--- config.mk ---
export PLATFORM = sky130hd
export DESIGN_NAME = multicycle_control_flat
export DESIGN_NICKNAME = d
export VERILOG_FILES = /design/src/rtl/multicycle_control_if.sv /design/src/rtl/multicycle_control.sv /design/src/flat_wrapper.sv
export SDC_FILE = /design/constraint.sdc
export NUM_CORES = 1
export LEC_CHECK = 0
export CAP_MARGIN = 15
export CORE_ASPECT_RATIO = 0.9
export CORE_MARGIN = 2
export CORE_UTILIZATION = 30
export DETAILED_ROUTE_END_ITERATION = 12
export PLACE_DENSITY = 0.62
export REMOVE_ABC_BUFFERS = 1
export SYNTH_ARGS = -nofsm -noshare
export SYNTH_HDL_FRONTEND = slang
export SYNTH_SLANG_ARGS = --single-unit
--- constraint.sdc ---
create_clock -name clk -period 3.5 [get_ports clk]
set_input_delay 0.35 -clock clk [delete_from_list [all_inputs] [get_ports clk]]
set_output_delay 0.35 -clock clk [all_outputs]
set_load 0.02 [all_outputs]
--- src/rtl/multicycle_control_if.sv ---
// multicycle_control_if: controller <-> datapath/memory bundle; master = controller, slave = datapath side
interface multicycle_control_if #(
    parameter int CNT_W = 32
);
    logic             run;
    logic [31:0]      instruction;
    logic             mem_ready;
    logic             zero;
    logic             pc_write;
    logic             ir_write;
    logic             mem_read;
    logic             mem_write;
    logic             mem_to_reg;
    logic             reg_write;
    logic             pc_src;
    logic             alu_src_a;
    logic [1:0]       alu_src_b;
    logic [1:0]       alu_op;
    logic [2:0]       state;
    logic             busy;
    logic             fault;
    logic [1:0]       fault_code;
    logic [CNT_W-1:0] instret;

    modport master (
        input  run, instruction, mem_ready, zero,
        output pc_write, ir_write, mem_read, mem_write, mem_to_reg, reg_write, pc_src,
               alu_src_a, alu_src_b, alu_op, state, busy, fault, fault_code, instret
    );

    modport slave (
        output run, instruction, mem_ready, zero,
        input  pc_write, ir_write, mem_read, mem_write, mem_to_reg, reg_write, pc_src,
               alu_src_a, alu_src_b, alu_op, state, busy, fault, fault_code, instret
    );
endinterface

--- src/rtl/multicycle_control.sv ---
// multicycle_control: multi-cycle RISC-V main control FSM; define CTRL_ILLEGAL_TRAP_EN to fault on unsupported opcodes
module multicycle_control #(
    parameter int WAIT_MAX = 8,
    parameter int CNT_W    = 32
) (
    input logic clk,
    input logic rst_n,
    multicycle_control_if.master bus
);
    localparam int WW = $clog2(WAIT_MAX + 1);
    localparam logic [WW-1:0] W_LAST = WW'(WAIT_MAX - 1);

    typedef enum logic [2:0] {
        IDLE   = 3'd0,
        FETCH  = 3'd1,
        DECODE = 3'd2,
        EXEC   = 3'd3,
        MEM    = 3'd4,
        WB     = 3'd5,
        FAULT  = 3'd6
    } state_t;

    state_t           st, nxt, done;
    logic [WW-1:0]    wait_cnt;
    logic [CNT_W-1:0] instret;
    logic [1:0]       code, alu_src_b, alu_op;
    logic             mem_read, mem_write, reg_write, mem_to_reg, pc_src, alu_src_a;
    logic [6:0]       op;
    logic             is_r, is_i, is_ld, is_st, is_br, legal;
    logic             waiting, timeout, retire, trap, fetch_done, unused_bits;

    assign op          = bus.instruction[6:0];
    assign unused_bits = ^bus.instruction[31:7];
    assign is_r        = op == 7'b0110011;
    assign is_i        = op == 7'b0010011;
    assign is_ld       = op == 7'b0000011;
    assign is_st       = op == 7'b0100011;
    assign is_br       = op == 7'b1100011;
    assign legal       = is_r || is_i || is_ld || is_st || is_br;

    // timeout fires on the WAIT_MAX-th consecutive wait cycle; a ready on that cycle wins
    assign waiting = (st == FETCH || st == MEM) && !bus.mem_ready;
    assign timeout = waiting && wait_cnt == W_LAST;
    assign retire  = (st == EXEC && is_br) || (st == MEM && is_st && bus.mem_ready) || st == WB;
    assign done    = bus.run ? FETCH : IDLE;

`ifdef CTRL_ILLEGAL_TRAP_EN
    assign trap = st == DECODE && !legal;
`else
    assign trap = 1'b0;
`endif

    always_comb begin
        nxt = st;
        case (st)
            IDLE:    nxt = done;
            FETCH:   nxt = timeout ? FAULT : bus.mem_ready ? DECODE : FETCH;
            DECODE:  nxt = legal ? EXEC : trap ? FAULT : done;
            EXEC:    nxt = is_br ? done : (is_ld || is_st) ? MEM : WB;
            MEM:     nxt = timeout ? FAULT : !bus.mem_ready ? MEM : is_st ? done : WB;
            WB:      nxt = done;
            default: nxt = FAULT;
        endcase
    end

    // enables are registered from the next state so they are valid on state entry
    always_ff @(posedge clk) begin
        if (!rst_n) begin
            st         <= IDLE;
            wait_cnt   <= '0;
            instret    <= '0;
            code       <= 2'b00;
            mem_read   <= 1'b0;
            mem_write  <= 1'b0;
            reg_write  <= 1'b0;
            mem_to_reg <= 1'b0;
            pc_src     <= 1'b0;
            alu_src_a  <= 1'b0;
            alu_src_b  <= 2'b00;
            alu_op     <= 2'b00;
        end else begin
            st         <= nxt;
            wait_cnt   <= (waiting && nxt == st) ? wait_cnt + WW'(1) : '0;
            instret    <= instret + CNT_W'(retire);
            code       <= timeout ? 2'b01 : trap ? 2'b10 : code;
            mem_read   <= nxt == FETCH || (nxt == MEM && is_ld);
            mem_write  <= nxt == MEM && is_st;
            reg_write  <= nxt == WB;
            mem_to_reg <= nxt == WB && is_ld;
            pc_src     <= nxt == EXEC && is_br;
            alu_src_a  <= nxt == EXEC;
            alu_src_b  <= nxt == FETCH ? 2'b01 : nxt == DECODE ? 2'b10 :
                          nxt == EXEC ? ((is_r || is_br) ? 2'b00 : 2'b10) : 2'b00;
            alu_op     <= nxt != EXEC ? 2'b00 : is_br ? 2'b01 : (is_r || is_i) ? 2'b10 : 2'b00;
        end
    end

    assign fetch_done     = st == FETCH && bus.mem_ready;
    assign bus.ir_write   = fetch_done;
    assign bus.pc_write   = fetch_done || (pc_src && bus.zero);
    assign bus.mem_read   = mem_read;
    assign bus.mem_write  = mem_write;
    assign bus.mem_to_reg = mem_to_reg;
    assign bus.reg_write  = reg_write;
    assign bus.pc_src     = pc_src;
    assign bus.alu_src_a  = alu_src_a;
    assign bus.alu_src_b  = alu_src_b;
    assign bus.alu_op     = alu_op;
    assign bus.state      = st;
    assign bus.busy       = st != IDLE && st != FAULT;
    assign bus.fault      = st == FAULT;
    assign bus.fault_code = code;
    assign bus.instret    = instret;
endmodule

--- src/flat_wrapper.sv ---
// flat-port wrapper written by rule: the top's interface ports become plain ports
module multicycle_control_flat 
#(
    parameter int WAIT_MAX = 8,
    parameter int CNT_W    = 32
)
  (clk, rst_n, bus_run, bus_instruction, bus_mem_ready, bus_zero, bus_pc_write, bus_ir_write, bus_mem_read, bus_mem_write, bus_mem_to_reg, bus_reg_write, bus_pc_src, bus_alu_src_a, bus_alu_src_b, bus_alu_op, bus_state, bus_busy, bus_fault, bus_fault_code, bus_instret);
  multicycle_control_if #(.CNT_W(CNT_W)) bus_i ();
  input logic clk;
  input logic rst_n;
  input wire logic [$bits(bus_i.run)-1:0] bus_run;
  input wire logic [$bits(bus_i.instruction)-1:0] bus_instruction;
  input wire logic [$bits(bus_i.mem_ready)-1:0] bus_mem_ready;
  input wire logic [$bits(bus_i.zero)-1:0] bus_zero;
  output wire logic [$bits(bus_i.pc_write)-1:0] bus_pc_write;
  output wire logic [$bits(bus_i.ir_write)-1:0] bus_ir_write;
  output wire logic [$bits(bus_i.mem_read)-1:0] bus_mem_read;
  output wire logic [$bits(bus_i.mem_write)-1:0] bus_mem_write;
  output wire logic [$bits(bus_i.mem_to_reg)-1:0] bus_mem_to_reg;
  output wire logic [$bits(bus_i.reg_write)-1:0] bus_reg_write;
  output wire logic [$bits(bus_i.pc_src)-1:0] bus_pc_src;
  output wire logic [$bits(bus_i.alu_src_a)-1:0] bus_alu_src_a;
  output wire logic [$bits(bus_i.alu_src_b)-1:0] bus_alu_src_b;
  output wire logic [$bits(bus_i.alu_op)-1:0] bus_alu_op;
  output wire logic [$bits(bus_i.state)-1:0] bus_state;
  output wire logic [$bits(bus_i.busy)-1:0] bus_busy;
  output wire logic [$bits(bus_i.fault)-1:0] bus_fault;
  output wire logic [$bits(bus_i.fault_code)-1:0] bus_fault_code;
  output wire logic [$bits(bus_i.instret)-1:0] bus_instret;
  assign bus_i.run = bus_run;
  assign bus_i.instruction = bus_instruction;
  assign bus_i.mem_ready = bus_mem_ready;
  assign bus_i.zero = bus_zero;
  assign bus_pc_write = bus_i.pc_write;
  assign bus_ir_write = bus_i.ir_write;
  assign bus_mem_read = bus_i.mem_read;
  assign bus_mem_write = bus_i.mem_write;
  assign bus_mem_to_reg = bus_i.mem_to_reg;
  assign bus_reg_write = bus_i.reg_write;
  assign bus_pc_src = bus_i.pc_src;
  assign bus_alu_src_a = bus_i.alu_src_a;
  assign bus_alu_src_b = bus_i.alu_src_b;
  assign bus_alu_op = bus_i.alu_op;
  assign bus_state = bus_i.state;
  assign bus_busy = bus_i.busy;
  assign bus_fault = bus_i.fault;
  assign bus_fault_code = bus_i.fault_code;
  assign bus_instret = bus_i.instret;
  multicycle_control #(.WAIT_MAX(WAIT_MAX), .CNT_W(CNT_W)) u_core (.clk(clk), .rst_n(rst_n), .bus(bus_i));
endmodule
# After elaboration in Yosys (flattened, before gate mapping)

Index checks and enable logic that the tools add are counted.

Bits in writable memories: 0
Bits in read-only memories: 0
Memories: 0
Bits in registers: 50
Latch bits: 0
Input port bits: 37
Logic and storage cells: 85

Shift operators: 0
Eq/ne operators: 20
$add $sub $neg: 2
Div/mod/pow operators: 0
Reduce and logical (&&, ||, !) cells: 32
Bitwise logic cells: 1
Magnitude comparators: 0
Multipliers: 0
Multiplexer cells: 16

Operators by type and width:

| cell                  | number |
|---|---|
| $add A32 B1 Y32       | 1 |
| $mux W3               | 6 |
| $eq A3 B3 Y1 const B  | 5 |
| $pmux W3 S5           | 1 |
| $eq A7 B6 Y1 const B  | 2 |
| $logic_and A1 B1 Y1   | 13 |
| $eq A3 B2 Y1 const B  | 4 |
| $logic_or A1 B1 Y1    | 11 |
| $mux W2               | 5 |
| $eq A7 B2 Y1 const B  | 1 |
| $eq A7 B5 Y1 const B  | 1 |
| $eq A7 B7 Y1 const B  | 1 |
| $eq A3 B1 Y1 const B  | 2 |
| $reduce_or A2 Y1      | 3 |
| $add A4 B1 Y4 const B | 1 |
| $eq A4 B3 Y1 const B  | 1 |
| $mux W1               | 4 |
| $eq A3 B3 Y1          | 1 |
| $logic_not A3 Y1      | 1 |
| $ne A3 B2 Y1 const B  | 1 |
| $ne A3 B3 Y1 const B  | 1 |
| $reduce_bool A3 Y1    | 1 |
| $reduce_or A3 Y1      | 1 |
| $reduce_and A2 Y1     | 1 |
| 2 further kinds       | 2 |

# Logic depth before layout (Yosys ltp)

Word-level depth: 11
Mapped depth: 14
Depth with buffers taken out: 12

# Least setup slack after synthesis

OpenSTA, ideal clock, no wires.

Path type: in2reg
Start point: in bus_instruction[2]
End point: reg u_core.instret[26] (netlist: u_core.bus.instret[26])
Arrival: 2.460 ns
Stages: 12
Path slack: 0.925 ns
Cell sequence: and4bb_2 nand3_1 o32ai_1 ha_1 ha_1 nand2_1 nor3_4 and3_1 buf_6 nand4_2 xnor2_1 and2_1

Cells in the longest elaborated chain, start to end: 6

RTL lines:

| item                                | line                     | RTL |
|---|---|---|
| start, declared                     | flat_wrapper.sv:12       | `input wire logic [$bits(bus_i.instruction)-1:0] bus_instruction;` |
| $eq A7 B6 Y1                        | multicycle_control.sv:37 | `assign is_st = op == 7'b0100011;` |
| $logic_and A1 B1 Y1 (2 in a row)    | multicycle_control.sv:44 | `assign retire = (st == EXEC && is_br) \|\| (st == MEM && is_st && bus.mem_ready) \|\| st == WB;` |
| $logic_or A1 B1 Y1 (*) (2 in a row) | multicycle_control.sv:44 |  |
| $add A32 B1 Y32 (*)                 | multicycle_control.sv:84 | `instret <= instret + CNT_W'(retire);` |
| end signal, assigned                | multicycle_control.sv:84 |  |
| end, declared                       | multicycle_control.sv:25 | `logic [CNT_W-1:0] instret;` |

Mark *: on every way between the ends. The rest lies on a longest branch, timed or not.
A chain may end at the register's enable or synchronous reset.

# Worst setup path in the final report

Start point: in bus_instruction[2]
End point: reg u_core.instret[30] (netlist: u_core.bus.instret[30])

Same word-level chain as after synthesis.

==> results.cfg <==
[status]
status = finished, final reports clean

[sta]
fmax_ghz = 0.3432
maxSlewHeadroom = 0.5356
tns_ps = 0
finClkSkew_ps = 7.189
hold_viol = 0
tightest_slew_ps = 694.4
setup_viol = 0
finalMaxSlewViolations = 0
period_share = 0.8324
rsz0062_at_grt = false
min_period_ps = 2914

[layout]
final_cell_mix = clkdlybuf4s50_1 (61), dfxtp_1 (50), and2_1 (26)
largest_reg_flops = 32
n_antenna_cell = 0
finish.instance_area_um2 = 3176
fin_nets = 366
drive_gt1_frac = 0.08282
largest_register = u_core.bus.instret
mostFrequentLayoutCell = clkdlybuf4s50_1
syn_to_final_growth_pct = 33.93

[detailed_routing]
wl_per_cell_um = 12.03
drcViolationCount = 0
via_per_inst = 4.716
drtIter0Drc = 52
ant_nets = 0
first_pass_iters = 4
wl_um = 5075
detailroute.via_count = 1990

[synthesis]
yosys_warnings = 0
ys_ff_latch = 50
seq_area_frac_synth = 0.4222
synthFlopType = dfxtp_1
syn_area_um2 = 2371
ys_types = 50
synth_top_area_share = 0.4222
ys_async_sr_fraction = 0
synth_area_leader_cell = dfxtp_1
syn_inst = 261
synth_edf_count = 0
postSynthAreaPerCell_um2 = 9.084
synthTopCellsByArea = dfxtp_1 (42%), and2_1 (6.9%), xnor2_1 (5.5%)

[global_route]
met2_usage = 0.1944
grt_first_pass_wirelength_um = 8362
antenna_found_initial = 0
use_met3 = 0.03555
grt_max_degree = 23
grt-busiest-layer = met2
grt_pass1_vias = 1803
grt.overflow.total = 0
groute.layer.met1.usage = 0.1551
grt.total_usage = 0.1186

[clock_tree]
htree_levels = 2
clock-sinks = 50
path_clk_slew_ps = 90
cts_tree = built
hold_buffers = 0
clockBufferDepth = 2
cts.repair.resized = 0
clockRootBuffer = clkbuf_8
cts_buffers = 5
cts_setup_buffers = 0
worstSkewPairLatency_ps = 290

[setup_path]
critPathMaxFanout = 6
cp.arrival_ps = 3100
crit_slowest_cell = clkdlybuf4s50_1
slowest_delay_ps = 420
end_kind = flop
critPathMostFrequentCell = ha_1
worstPathCellList = clkdlybuf4s50_1 > and4bb_2 > nand3_1 > o32ai_1 > ha_1 > ha_1 > nand2_1 > nor3_4 > and3_1 > nand4_2 > xnor2_1 > and2_1
worstSetupPathType = in -> reg
critPathLaunchType = input port
cp.required_ps = 3690
ff2ff_setup_slack_ps = 740

[floorplanning]
ios = 88
die_h_um = 88.34
die_x_um = 97.71
core-area_um2 = 7620
die-area_um2 = 8632
initial_core_util = 0.3112
core.rowCount = 30

[placement]
place.port_buffers = 61
gp_congestion = 0.8037
dp_hpwl_um = 3799
placed_cell_area_um2 = 3099

[power]
p_per_area_nw_per_um2 = 313.1
ir_drop_mv = 0.1451
total_power_w = 0.0009943
p_leak_nw = 1.190

[run]
cap_violations = 0

[hold_path]
hold_class = reg -> reg
## metrics by stage
stage	util	cells	hold WS (ps)	setup WS [ps]
3_5_place_dp	0.4067	415	440.4	207.7
3_3_place_gp	0.4067	415	432.3	211.5
2_1_floorplan	-	250	417.5	895.1
5_1_grt	0.4167	422	483.4	415.3
6_report	0.4167	422	454.3	586.5
4_1_cts	0.4167	422	457.0	515.9
## logic make-up (layout without fill, tap and decap cells)
kind of cell,after synthesis,in the layout,synth area share
buf+inv,17,82,0.03588
compound gates,37,37,0.1055
other cells,1,1,0.001582
simple gates,128,128,0.3267
xor+xnor,25,25,0.09235
fa+ha+maj,3,3,0.01583
flops,50,50,0.4222
## worst paths after layout
kind | endpoint | depth (start not counted) | start
max | u_core.bus.instret[30] | 12 | bus_instruction[2]
min | u_core.wait_cnt[0] | 1 | u_core.wait_cnt[0]
min reg2reg | u_core.wait_cnt[0] | 1 | u_core.wait_cnt[0]
max reg2reg | u_core.bus.instret[30] | 10 | u_core.bus.state[1]
## cells in the mapped netlist, types with 3 or more instances
master / count
dfxtp_1: 50
nand2b_1: 5
ha_1: 3
nand2_1: 20
xnor2_1: 15
nor2b_1: 6
xor2_1: 10
o211ai_1: 3
nand3b_1: 3
o21ai_0: 10
a21oi_1: 4
a31oi_1: 4
and4_1: 3
a21boi_1: 5
nand3_1: 14
and2_1: 26
nor2_1: 16
clkbuf_1: 6
or3_1: 7
nor3_1: 5
inv_1: 6
and3_1: 4
a21boi_0: 3
## routing by layer
layer  share of wire  up-vias
li1                -     1029
met1            0.49      913
met2            0.46       46
met3           0.052        2
met4          0.0043        0
met5               0        -
## cell type report
type	count	area, um^2
well taps	96	120.1
inverters	6	22.52
repair buffers	69	670.6
multi-input cells	194	1285
fillers	764	4444
clock buffers	7	76.32
flip-flops and latches	50	1001
## power breakdown
part	internal, W	leakage, nW	switching [W]
Sequential	0.000575	0.404	0.00000678
Clock	0.000138	0.0383	0.000176
Combinational	0.0000477	0.748	0.0000516
Total	0.000760	1.19	0.000234
## worst max-delay path: cells and delay by family
family,cells,cell delay [ps]
XOR/XNOR,1,130
AND/OR/NAND/NOR,7,1380
adder cells (fa/ha/maj),2,440
buffers and inverters,1,420
AO/OA/AOI/OAI,1,380
No activity file was read; power rests on OpenSTA's default activity.
